--- config.mk ---
export PLATFORM = sky130hd
export DESIGN_NAME = agt_rr_arbiter
export DESIGN_NICKNAME = d
export VERILOG_FILES = /design/src/rtl/agt_arb_pkg.sv /design/src/rtl/agt_rr_pick.sv /design/src/rtl/agt_rr_arbiter.sv
export SDC_FILE = /design/constraint.sdc
export NUM_CORES = 1
export LEC_CHECK = 0
export ABC_AREA = 1
export CAP_MARGIN = 20
export CORE_ASPECT_RATIO = 0.8
export CORE_UTILIZATION = 29
export CTS_CLUSTER_DIAMETER = 80
export DETAILED_ROUTE_END_ITERATION = 8
export PLACE_DENSITY = 0.82
export SLEW_MARGIN = 0
export SYNTH_ARGS = -nofsm -noshare
export SYNTH_HDL_FRONTEND = slang
export SYNTH_SLANG_ARGS = --single-unit
--- constraint.sdc ---
create_clock -name clk -period 1.9 [get_ports clk]
set_input_delay 0.19 -clock clk [delete_from_list [all_inputs] [get_ports clk]]
set_output_delay 0.19 -clock clk [all_outputs]
set_load 0.02 [all_outputs]
--- src/rtl/agt_arb_pkg.sv ---
// Shared types and default constants for the agt packet-locking round-robin arbiter.
package agt_arb_pkg;

  localparam int unsigned AGT_ARB_NUM_REQ     = 4;
  localparam int unsigned AGT_ARB_DATA_W      = 32;
  localparam int unsigned AGT_ARB_TIMEOUT_CYC = 256;

  typedef enum logic [0:0] {
    ARB_IDLE = 1'b0,
    ARB_BUSY = 1'b1
  } arb_state_e;

  // Requester index width, never narrower than one bit.
  function automatic int unsigned agt_arb_id_w(input int unsigned num_req);
    return (num_req <= 2) ? 1 : $clog2(num_req);
  endfunction

endpackage

--- src/rtl/agt_rr_pick.sv ---
// Combinational round-robin pick: first set request at or above rr_ptr, with wrap.
module agt_rr_pick
  import agt_arb_pkg::*;
#(
  parameter  int unsigned NUM_REQ = AGT_ARB_NUM_REQ,
  localparam int unsigned ID_W    = agt_arb_id_w(NUM_REQ)
) (
  input  logic [NUM_REQ-1:0] req,
  input  logic [ID_W-1:0]    rr_ptr,
  output logic [ID_W-1:0]    winner,
  output logic               any_req
);

  localparam int unsigned SUM_W = ID_W + 1;

  logic [2*NUM_REQ-1:0] dbl;
  logic [NUM_REQ-1:0]   rot;
  logic [ID_W-1:0]      off;
  logic [SUM_W-1:0]     sum;

  // Rotate so rr_ptr lands on bit 0, take the lowest set bit, then rotate back.
  always_comb begin
    dbl = {req, req} >> rr_ptr;
    rot = dbl[NUM_REQ-1:0];
    off = '0;
    for (int i = int'(NUM_REQ) - 1; i >= 0; i--) begin
      if (rot[i]) off = ID_W'(i);
    end
    sum = {1'b0, off} + {1'b0, rr_ptr};
    if (sum >= SUM_W'(NUM_REQ)) sum = sum - SUM_W'(NUM_REQ);
    winner  = sum[ID_W-1:0];
    any_req = |req;
  end

endmodule

--- src/rtl/agt_rr_arbiter.sv ---
// Packet-locking round-robin arbiter onto one shared valid/ready channel.
// Optional stall watchdog is compiled in with `define AGT_ARB_WDOG_EN.
module agt_rr_arbiter
  import agt_arb_pkg::*;
#(
  parameter  int unsigned NUM_REQ     = AGT_ARB_NUM_REQ,
  parameter  int unsigned DATA_W      = AGT_ARB_DATA_W,
  parameter  int unsigned TIMEOUT_CYC = AGT_ARB_TIMEOUT_CYC,
  localparam int unsigned ID_W        = agt_arb_id_w(NUM_REQ)
) (
  input  logic                      clk,
  input  logic                      rst_n,
  input  logic [NUM_REQ-1:0]        req_valid,
  output logic [NUM_REQ-1:0]        req_ready,
  input  logic [NUM_REQ*DATA_W-1:0] req_data,
  input  logic [NUM_REQ-1:0]        req_last,
  output logic                      m_valid,
  input  logic                      m_ready,
  output logic [DATA_W-1:0]         m_data,
  output logic                      m_last,
  output logic [ID_W-1:0]           m_id,
  input  logic                      wdog_clr,
  output logic                      wdog_err
);

  arb_state_e      state_q, state_d;
  logic [ID_W-1:0] grant_q, grant_d;
  logic [ID_W-1:0] rr_ptr_q, rr_ptr_d;
  logic [ID_W-1:0] pick_winner;
  logic            pick_any;

  agt_rr_pick #(
    .NUM_REQ (NUM_REQ)
  ) u_pick (
    .req     (req_valid),
    .rr_ptr  (rr_ptr_q),
    .winner  (pick_winner),
    .any_req (pick_any)
  );

  // Next state plus the zero-latency mux from the locked requester to the shared channel.
  always_comb begin
    state_d   = state_q;
    grant_d   = grant_q;
    rr_ptr_d  = rr_ptr_q;
    req_ready = '0;
    m_valid   = 1'b0;
    m_data    = '0;
    m_last    = 1'b0;
    m_id      = '0;
    case (state_q)
      ARB_IDLE: begin
        if (pick_any) begin
          grant_d = pick_winner;
          state_d = ARB_BUSY;
        end
      end
      ARB_BUSY: begin
        m_valid            = req_valid[grant_q];
        m_data             = req_data[grant_q*DATA_W +: DATA_W];
        m_last             = req_last[grant_q];
        m_id               = grant_q;
        req_ready[grant_q] = m_ready;
        if (m_valid && m_ready && m_last) begin
          state_d  = ARB_IDLE;
          rr_ptr_d = (grant_q == ID_W'(NUM_REQ - 1)) ? '0 : grant_q + ID_W'(1);
        end
      end
      default: state_d = ARB_IDLE;
    endcase
  end

  always_ff @(posedge clk or negedge rst_n) begin
    if (!rst_n) begin
      state_q  <= ARB_IDLE;
      grant_q  <= '0;
      rr_ptr_q <= '0;
    end else begin
      state_q  <= state_d;
      grant_q  <= grant_d;
      rr_ptr_q <= rr_ptr_d;
    end
  end

`ifdef AGT_ARB_WDOG_EN
  localparam int unsigned CNT_W = $clog2(TIMEOUT_CYC + 1);

  logic [CNT_W-1:0] stall_cnt_q, stall_cnt_d;
  logic             wdog_err_q, wdog_err_d;
  logic             stall_c;

  // Saturating stall counter; a trigger in the same cycle as a clear keeps the flag set.
  always_comb begin
    stall_c     = (state_q == ARB_BUSY) && !(m_valid && m_ready);
    stall_cnt_d = '0;
    if (stall_c) begin
      stall_cnt_d = (stall_cnt_q == CNT_W'(TIMEOUT_CYC)) ? stall_cnt_q
                                                         : stall_cnt_q + CNT_W'(1);
    end
    wdog_err_d = wdog_err_q;
    if (wdog_clr) wdog_err_d = 1'b0;
    if (stall_c && (stall_cnt_d == CNT_W'(TIMEOUT_CYC))) wdog_err_d = 1'b1;
  end

  always_ff @(posedge clk or negedge rst_n) begin
    if (!rst_n) begin
      stall_cnt_q <= '0;
      wdog_err_q  <= 1'b0;
    end else begin
      stall_cnt_q <= stall_cnt_d;
      wdog_err_q  <= wdog_err_d;
    end
  end

  assign wdog_err = wdog_err_q;
`else
  logic wdog_unused_c;
  assign wdog_unused_c = wdog_clr ^ (TIMEOUT_CYC == 0);
  assign wdog_err      = 1'b0;
`endif

endmodule
==> qor.txt, run 1 <==
Clock Path Buffers: 2
Sequential-to-total area share from yosys stat: 7.26%
# setup viols final: 0
DRC: 0
Status: complete, no violations
Core area: 5590 um^2
Die X-Extent: 88.2 um
Vias post-DR: 2,823
Post-Syn Nets: 489
Initial antenna violation count: 0
1st-iter DRT viols: 122
First-pass DRT Iterations: 5
Clock sinks: 5
Routed Antenna Nets: 0
Worst Path Arrival: 1640 ps
Worst ir drop on vdd: 0.000645 V
Total CTS buffers: 3
CTS Hold Bufs: 0
PortBufs: 178
Synth Area in Adders: 3.63%
Ant diodes: 0
H-tree depth reported by CTS: 1
Startpoint types: flop
Mean area per synthesized cell: 5.01 um^2
Routed Wire Length: 7730 um
Compound-Gate Fraction of Synth Area: 29.6%
DR vias/cell: 4.74
Kind of critical path: flop to output pin
Leak: 1.57 nW
Pwr dens: 1440 nW/um^2
Fin Setup TNS: 0 ps
I/O Pins: 181
Busiest grt layer: met2
Starting Density: 30.9%
Root Buffer: clkbuf_8
RePlAce Congestion: 0.807
Fin crit period: 1830 ps
TritonCTS clock tree: built
Netlist cell types: 26
Count leader, synth: nor2_1
Skew-Pair Late Insertion Delay: 220 ps
Layout cells sized above 1: 12.0%
Post-synthesis mux area share: 0%
Post-synthesis xor/xnor area fraction: 0.508%
Site row count: 24
Largest family of logic cells by synthesized area: simple AND/OR/NAND/NOR gates
Syn. warnings: 0
Post-synth EDFFs: 0
Fin. max-slew vios: 0
Gr usage total: 23.1%
Post-synth top flop: dfrtp_1
Worst hold path type: primary input to async pin
Vias in the first global route: 2,658
Syn Std Cell Area: 1720 um^2
Cells after Synth: 344
Skew final: 2.93 ps
Crit-path max FO: 10
Global Route met1 Usage: 27.0%
Die Ht: 71.0 um
Maxcap violations: 0
Synthesized flop and latch total: 5
Worst EP required: 1710 ps
Final Hold Fails: 0
Post-Layout Inst Area: 3570 um^2
Pin count of the biggest net entering global routing: 43
Met2 Use GR: 43.2%
Period utilization: 96.6%
Final total power: 5.14 mW
First-pass GRT wire length: 11,800 um
Synth area leaders: nor2_1, o21ai_0, a21oi_1
Commonest cells in the netlist: nor2_1, o21ai_0, nand2_1, a21oi_1, o21ai_1
Dpl hpwl: 6000 um
Nets: 663
Placed cell area: 3630 um^2
Die area: 6260 um^2
Yosys top cell by area: nor2_1
Share of the synthesized area in the top cell type: 29.4%
Share of flip-flops with an asynchronous set or reset: 100%
Detailed-route wire length per cell: 13.0 um
RSZ-0062 raised after global routing: false
Area delta synth->final: 107%
Clk slew on worst S/H paths: 40 ps
Fmax achieved: 0.545 GHz
GRT overflow: 0
Setup crit end kind: output pin
Met3 usage: 3.73%
Post-synthesis simple-gate area fraction: 44.7%
-- worst max-delay path, cell delays in order, from the launching register on --
cell and delay (ps):
dfrtp_2 480, buf_12 160, inv_8 60, buf_4 150
o21ai_0 100, a21oi_1 120, dlygate4sd2_1 340
-- metal layers --
metal	vias up	share of wire, %
met5	-	0
met4	0	2.1
met3	16	7.4
met2	127	50
met1	1221	41
li1	1459	-
-- kinds of logic (layout without fill, tap and decap cells) --
logic type,after synthesis,after routing
adders and majority gates,5,5
and+or+nand+nor,189,189
buffers and inverters,42,215
AOI/OAI and AO/OA,101,101
other,1,1
DFF,5,5
xor gates and xnor gates,1,1
-- path summary, 6_finish.rpt --
kind                             startpoint    endpoint  slack (ps)  cells past startpoint
worst max-delay path             grant_q[0]   m_data[1]          70                      6
worst min-delay path                  rst_n     state_q         190                      1
worst max register to register  rr_ptr_q[0]  grant_q[1]         230                     11
worst min register to register      state_q     state_q         580                      1
max in group asynchronous             rst_n  grant_q[0]        1500                      1
min in group clk                    state_q     state_q         580                      1
-- cell usage in the layout, fill, tap and decap left out, types with 2 or more instances in the layout --
cell	count
dlygate4sd2_1	4
buf_12	8
clkdlybuf4s15_1	4
dfrtp_1	3
nand2_1	36
nand3_2	3
o21ai_1	27
buf_4	8
clkbuf_2	30
nand3_1	12
inv_2	2
clkdlybuf4s50_1	140
inv_1	11
clkbuf_8	3
ha_1	5
dfrtp_2	2
o21ai_0	40
a21oi_1	32
nor2_1	135
-- timing repair --
action / 4_1_cts / 5_1_grt
setup buffers: 0 / 1
gates resized for setup: 40 / 65
setup endpoints to repair: 38 / 32
pin swaps: 0 / 0
cloned: 0 / 1
-- power breakdown --
| group | internal (mW) | total, mW | switching (mW) |
|---|---|---|---|
| combinational | 1.93 | 4.68 | 2.74 |
| clock | 0.144 | 0.195 | 0.0515 |
| sequential | 0.161 | 0.263 | 0.102 |
| total | 2.24 | 5.14 | 2.90 |
-- registers in the layout (all words and copies together), names as in the netlist --
signal    count
rr_ptr_q      2
state_q       1
grant_q       2
-- cell type report --
cell class,instances,area [um^2]
flip-flops and latches,5,128
well taps,78,97.6
fillers,533,2010
repair buffers,196,1880
inverters,15,63.8
clock buffers,4,45.0
multi-input cells,297,1360
-- through the flow --
stage          std cells  setup slack (ps)  hold slack (ps)  utilization (%)
3_3_place_gp         589             -27.6              424             65.1
6_report             595              65.1              191             64.0
2_1_floorplan        344               355             -106                -
5_1_grt              595              1.29              205             64.0
3_5_place_dp         589             -43.6              428             65.1
4_1_cts              593              2.36              192             65.1
Power figures use the tool's default switching activity.
==> run 2, diff against run 1 <==
- CAP_MARGIN: 20 -> 30
- CORE_MARGIN: not set -> 8
==> run 2 against run 1 <==
  * Combinational power barely moved
  * Largest cell class unchanged
  * Register-to-register slack worse by 40 ps
  * Global-route usage shrank 3.5 points
  * Critical path type unchanged
  * Critical path depth stayed put
  * Worst hold slack better by 13 ps
  * Final area rose by 0.60%
  * Utilization shrank 2.2 points
  * Sequential share of layout area about the same
  * First-iteration DRC count fell by 20%
==> qor.txt, run 2 (synthesis results as in run 1) <==
Commonest non-fill, non-tap cell in the layout: clkdlybuf4s50_1
Status: complete, no violations
Clock Path Buffers: 2
Setup crit end kind: output pin
Kind of critical path: flop to output pin
Final Hold Fails: 0
Commonest cells after routing, fill and taps aside: clkdlybuf4s50_1, nor2_1, o21ai_0
Crit-path max FO: 23
Layout cells sized above 1: 12.5%
Top Registers: grant_q (2), rr_ptr_q (2), state_q (1)
First-pass GRT wire length: 14,100 um
Dpl hpwl: 7420 um
Site row count: 25
Ant diodes: 0
GRT overflow: 0
Routed Wire Length: 8780 um
First-pass DRT Iterations: 4
Leak: 1.58 nW
Fin crit period: 1830 ps
PortBufs: 178
Die X-Extent: 102 um
Clk slew on worst S/H paths: 40 ps
Clock sinks: 5
Gr usage total: 19.6%
Routed Antenna Nets: 0
Total CTS buffers: 3
1st-iter DRT viols: 97
Maxcap violations: 0
CTS Hold Bufs: 0
Pre-CTS setup slack: -47.6 ps
I/O Pins: 181
DR vias/cell: 4.72
Fin Setup TNS: 0 ps
Pwr dens: 1440 nW/um^2
Final total power: 5.16 mW
Period utilization: 96.6%
RePlAce Congestion: 0.850
Die area: 8680 um^2
Skew-Pair Late Insertion Delay: 220 ps
Nets: 667
Die Ht: 85.0 um
DRC: 0
Initial antenna violation count: 0
Worst ir drop on vdd: 0.000771 V
TritonCTS clock tree: built
Worst path slowest cell: dfrtp_2
Slowest stage delay, CP: 460 ps
Worst Path Arrival: 1640 ps
Starting Density: 29.6%
Area delta synth->final: 108%
Fmax achieved: 0.545 GHz
Detailed-route wire length per cell: 14.6 um
Core area: 5820 um^2
Slack of the critical path: 65.3 ps
Vias in the first global route: 2,967
Fill cells: 561
CP Cell Sequence: buf_12, inv_8, buf_12, o21ai_0, a21oi_1, clkdlybuf4s15_1
Startpoint types: flop
Fin. max-slew vios: 0
Worst EP required: 1710 ps
Worst hold path type: primary input to async pin
Root Buffer: clkbuf_8
Vias post-DR: 2,839
Skew final: 0.214 ps
H-tree depth reported by CTS: 1
Pin count of the biggest net entering global routing: 36
# setup viols final: 0
Most frequent CP cell: buf_12
run 2: where the power goes:
group | total, mW | leakage [nW] | switching, mW | internal, mW
Combinational | 4.71 | 1.50 | 2.76 | 1.95
Sequential | 0.256 | 0.0568 | 0.0952 | 0.161
Clock | 0.195 | 0.0228 | 0.0515 | 0.144
run 2: critical path: cells and delay by family, from the launching register on:
family | cells | cell delay (ps)
compound gates | 2 | 240
buf+inv | 4 | 710
flops | 1 | 460
run 2: routing by layer:
metal / share of wire [%] / global-route usage [%]
met4: 1.3 / 4.39
met5: 0 / 0
met1: 38 / 20.2
met3: 11 / 7.44
met2: 49 / 36.2
run 2: repair_timing:
action | CTS | global route
gates resized for setup | 40 | 64
endpoints found under the setup margin | 38 | 35
buffers inserted | 0 | 1
run 2: per-stage QoR:
step / util, % / instances / hold WS, ps / instance area, um^2
CTS: 63.2 / 601 / 208 / 3670
global route: 61.8 / 602 / 216 / 3590
finish: 61.8 / 602 / 204 / 3590
floorplan: - / 344 / -106 / 1720
detailed placement: 63.2 / 597 / 441 / 3670
global placement: 63.2 / 597 / 434 / 3670
run 2: layout make-up:
class | instances | area [um^2] | area share (%)
multi-input combinational | 297 | 1360 | 37.7
sequential | 5 | 128 | 3.55
timing repair buffer | 200 | 1900 | 52.9
clock buffer | 4 | 45.0 | 1.25
inverter | 15 | 63.8 | 1.78
tap | 81 | 101 | 2.82
run 2: worst paths after layout:
path                              from           to  slack [ps]  cells past startpoint
max                         grant_q[0]   m_data[25]          70                      6
max reg2reg                rr_ptr_q[1]   grant_q[1]         190                     11
min                              rst_n      state_q         200                      1
max in group asynchronous        rst_n   grant_q[0]        1480                      1
min reg2reg                rr_ptr_q[0]  rr_ptr_q[0]         580                      2
min in group clk           rr_ptr_q[0]  rr_ptr_q[0]         580                      2
==> run 3, diff against run 2 <==
- CORE_ASPECT_RATIO: 0.8 -> not set
==> run 3 against run 2 <==
  * Flip-flop and latch count is the same
  * Utilization is 0.54 points lower
  * Power down 0.41%
  * Clock-buffer cell count stayed put
  * Global-route usage fell by 0.45 points
  * Final cell count down 1.3%
  * Setup slack gained 4.3 ps
  * Clock skew up 1.1 ps
  * Sequential power up 3%
  * Register-to-register slack worse by 20 ps
  * Clock power is 5% higher
  * Via count up 0.81%
  * Largest cell class unchanged
  * Largest power group unchanged
==> qor.txt, run 3 (synthesis results as in run 1) <==
First-pass DRT Iterations: 4
Commonest non-fill, non-tap cell in the layout: clkdlybuf4s50_1
Worst EP required: 1710 ps
Commonest cells after routing, fill and taps aside: clkdlybuf4s50_1, nor2_1, o21ai_0
DR vias/cell: 4.82
Core Util, Final: 61.2%
Routed Wire Length: 9000 um
Vias post-DR: 2,862
Leak: 1.59 nW
H-tree depth reported by CTS: 1
Routed Antenna Nets: 0
RSZ-0062 raised after global routing: false
Starting Density: 29.5%
Worst R2R End: grant_q[1]
Fin crit period: 1830 ps
Clock Path Buffers: 2
Ant diodes: 0
Area delta synth->final: 108%
Final cell count without fillers: 594
TritonCTS clock tree: built
Pin count of the biggest net entering global routing: 37
Kind of critical path: flop to output pin
First-pass GRT wire length: 13,600 um
Fmax achieved: 0.546 GHz
1st-iter DRT viols: 91
GRT overflow: 0
PortBufs: 178
DRC: 0
Reg2Reg Setup Slack: 170 ps
Layout cells sized above 1: 10.4%
Clk slew on worst S/H paths: 40 ps
Period utilization: 96.3%
Setup crit end kind: output pin
Status: complete, no violations
RePlAce Congestion: 0.853
Detailed-route wire length per cell: 15.1 um
Final Hold Fails: 0
Post CTS Setup Buffer Count: 0
Die Ht: 93.1 um
Gr usage total: 19.2%
Vias in the first global route: 2,653
Final total power: 5.14 mW
Die area: 8670 um^2
Crit-path max FO: 25
Worst Path Arrival: 1640 ps
Worst hold path type: primary input to async pin
Dpl hpwl: 7250 um
Skew final: 1.34 ps
Skew-Pair Late Insertion Delay: 230 ps
Top Registers: grant_q (2), rr_ptr_q (2), state_q (1)
Startpoint types: flop
Root Buffer: clkbuf_8
Nets: 665
# setup viols final: 0
Die X-Extent: 93.1 um
R2R Path Start: rr_ptr_q[0]
Worst Setup SP: grant_q[0]
Fill cells: 557
Core area: 5850 um^2
Cells after DPL: 590
Pwr dens: 1430 nW/um^2
Worst ir drop on vdd: 0.000944 V
R2R cell count: 12
Fin. max-slew vios: 0
Clock sinks: 5
Site row count: 28
WHS: 201 ps
Critical path endpoint: m_data[7]
Initial antenna violation count: 0
Maxcap violations: 0
Total CTS buffers: 3
I/O Pins: 181
run 3: worst max-delay path, stage by stage (launching register included):
cell and delay, ps:
dfrtp_2 490, buf_12 200, nor2_1 60, nor2_1 70
o21ai_0 100, a21oi_1 160, clkdlybuf4s15_1 320
run 3: timing repair:
action | CTS | global route
hold buffers | 0 | 0
resized for setup | 38 | 53
endpoints found under the setup margin | 38 | 27
run 3: routing by layer:
metal | vias up | wire [um] | global-route usage [%]
li1 | 1465 | - | -
met1 | 1249 | 3690 | 22.4
met2 | 133 | 4470 | 34.1
met3 | 15 | 674 | 4.01
met4 | 0 | 166 | 5.77
met5 | - | 0 | 0
run 3: worst min path at each step:
stage,from,endpoint,depth (start not counted)
final,rst_n,grant_q[1],1
after global routing,rst_n,rr_ptr_q[0],1
after CTS,rst_n,state_q,1
after detailed placement,rst_n,rr_ptr_q[0],1
after global placement,rst_n,rr_ptr_q[1],1
after floorplan,rst_n,grant_q[0],0
run 3: metrics by stage:
step	worst slack [ps]	cell area, um^2	setup TNS (ps)
after floorplan	355	1720	0
after global placement	-22.3	3650	-22.3
after detailed placement	-17.7	3650	-36.3
after CTS	6.57	3640	0
after global routing	2.77	3580	0
final	69.6	3580	0
run 3: power by group:
group	internal [mW]	leakage, nW	switching (mW)
clock	0.145	0.0228	0.0601
combinational	1.92	1.50	2.75
sequential	0.159	0.0580	0.104
total	2.23	1.59	2.91
run 3: cell type report:
cell class,count,area (um^2),share of cell area [%]
timing repair buffer,198,1900,53.0
tap,75,93.8,2.62
sequential,5,126,3.53
multi-input combinational,297,1360,37.8
clock buffer,4,45.0,1.26
inverter,15,63.8,1.78
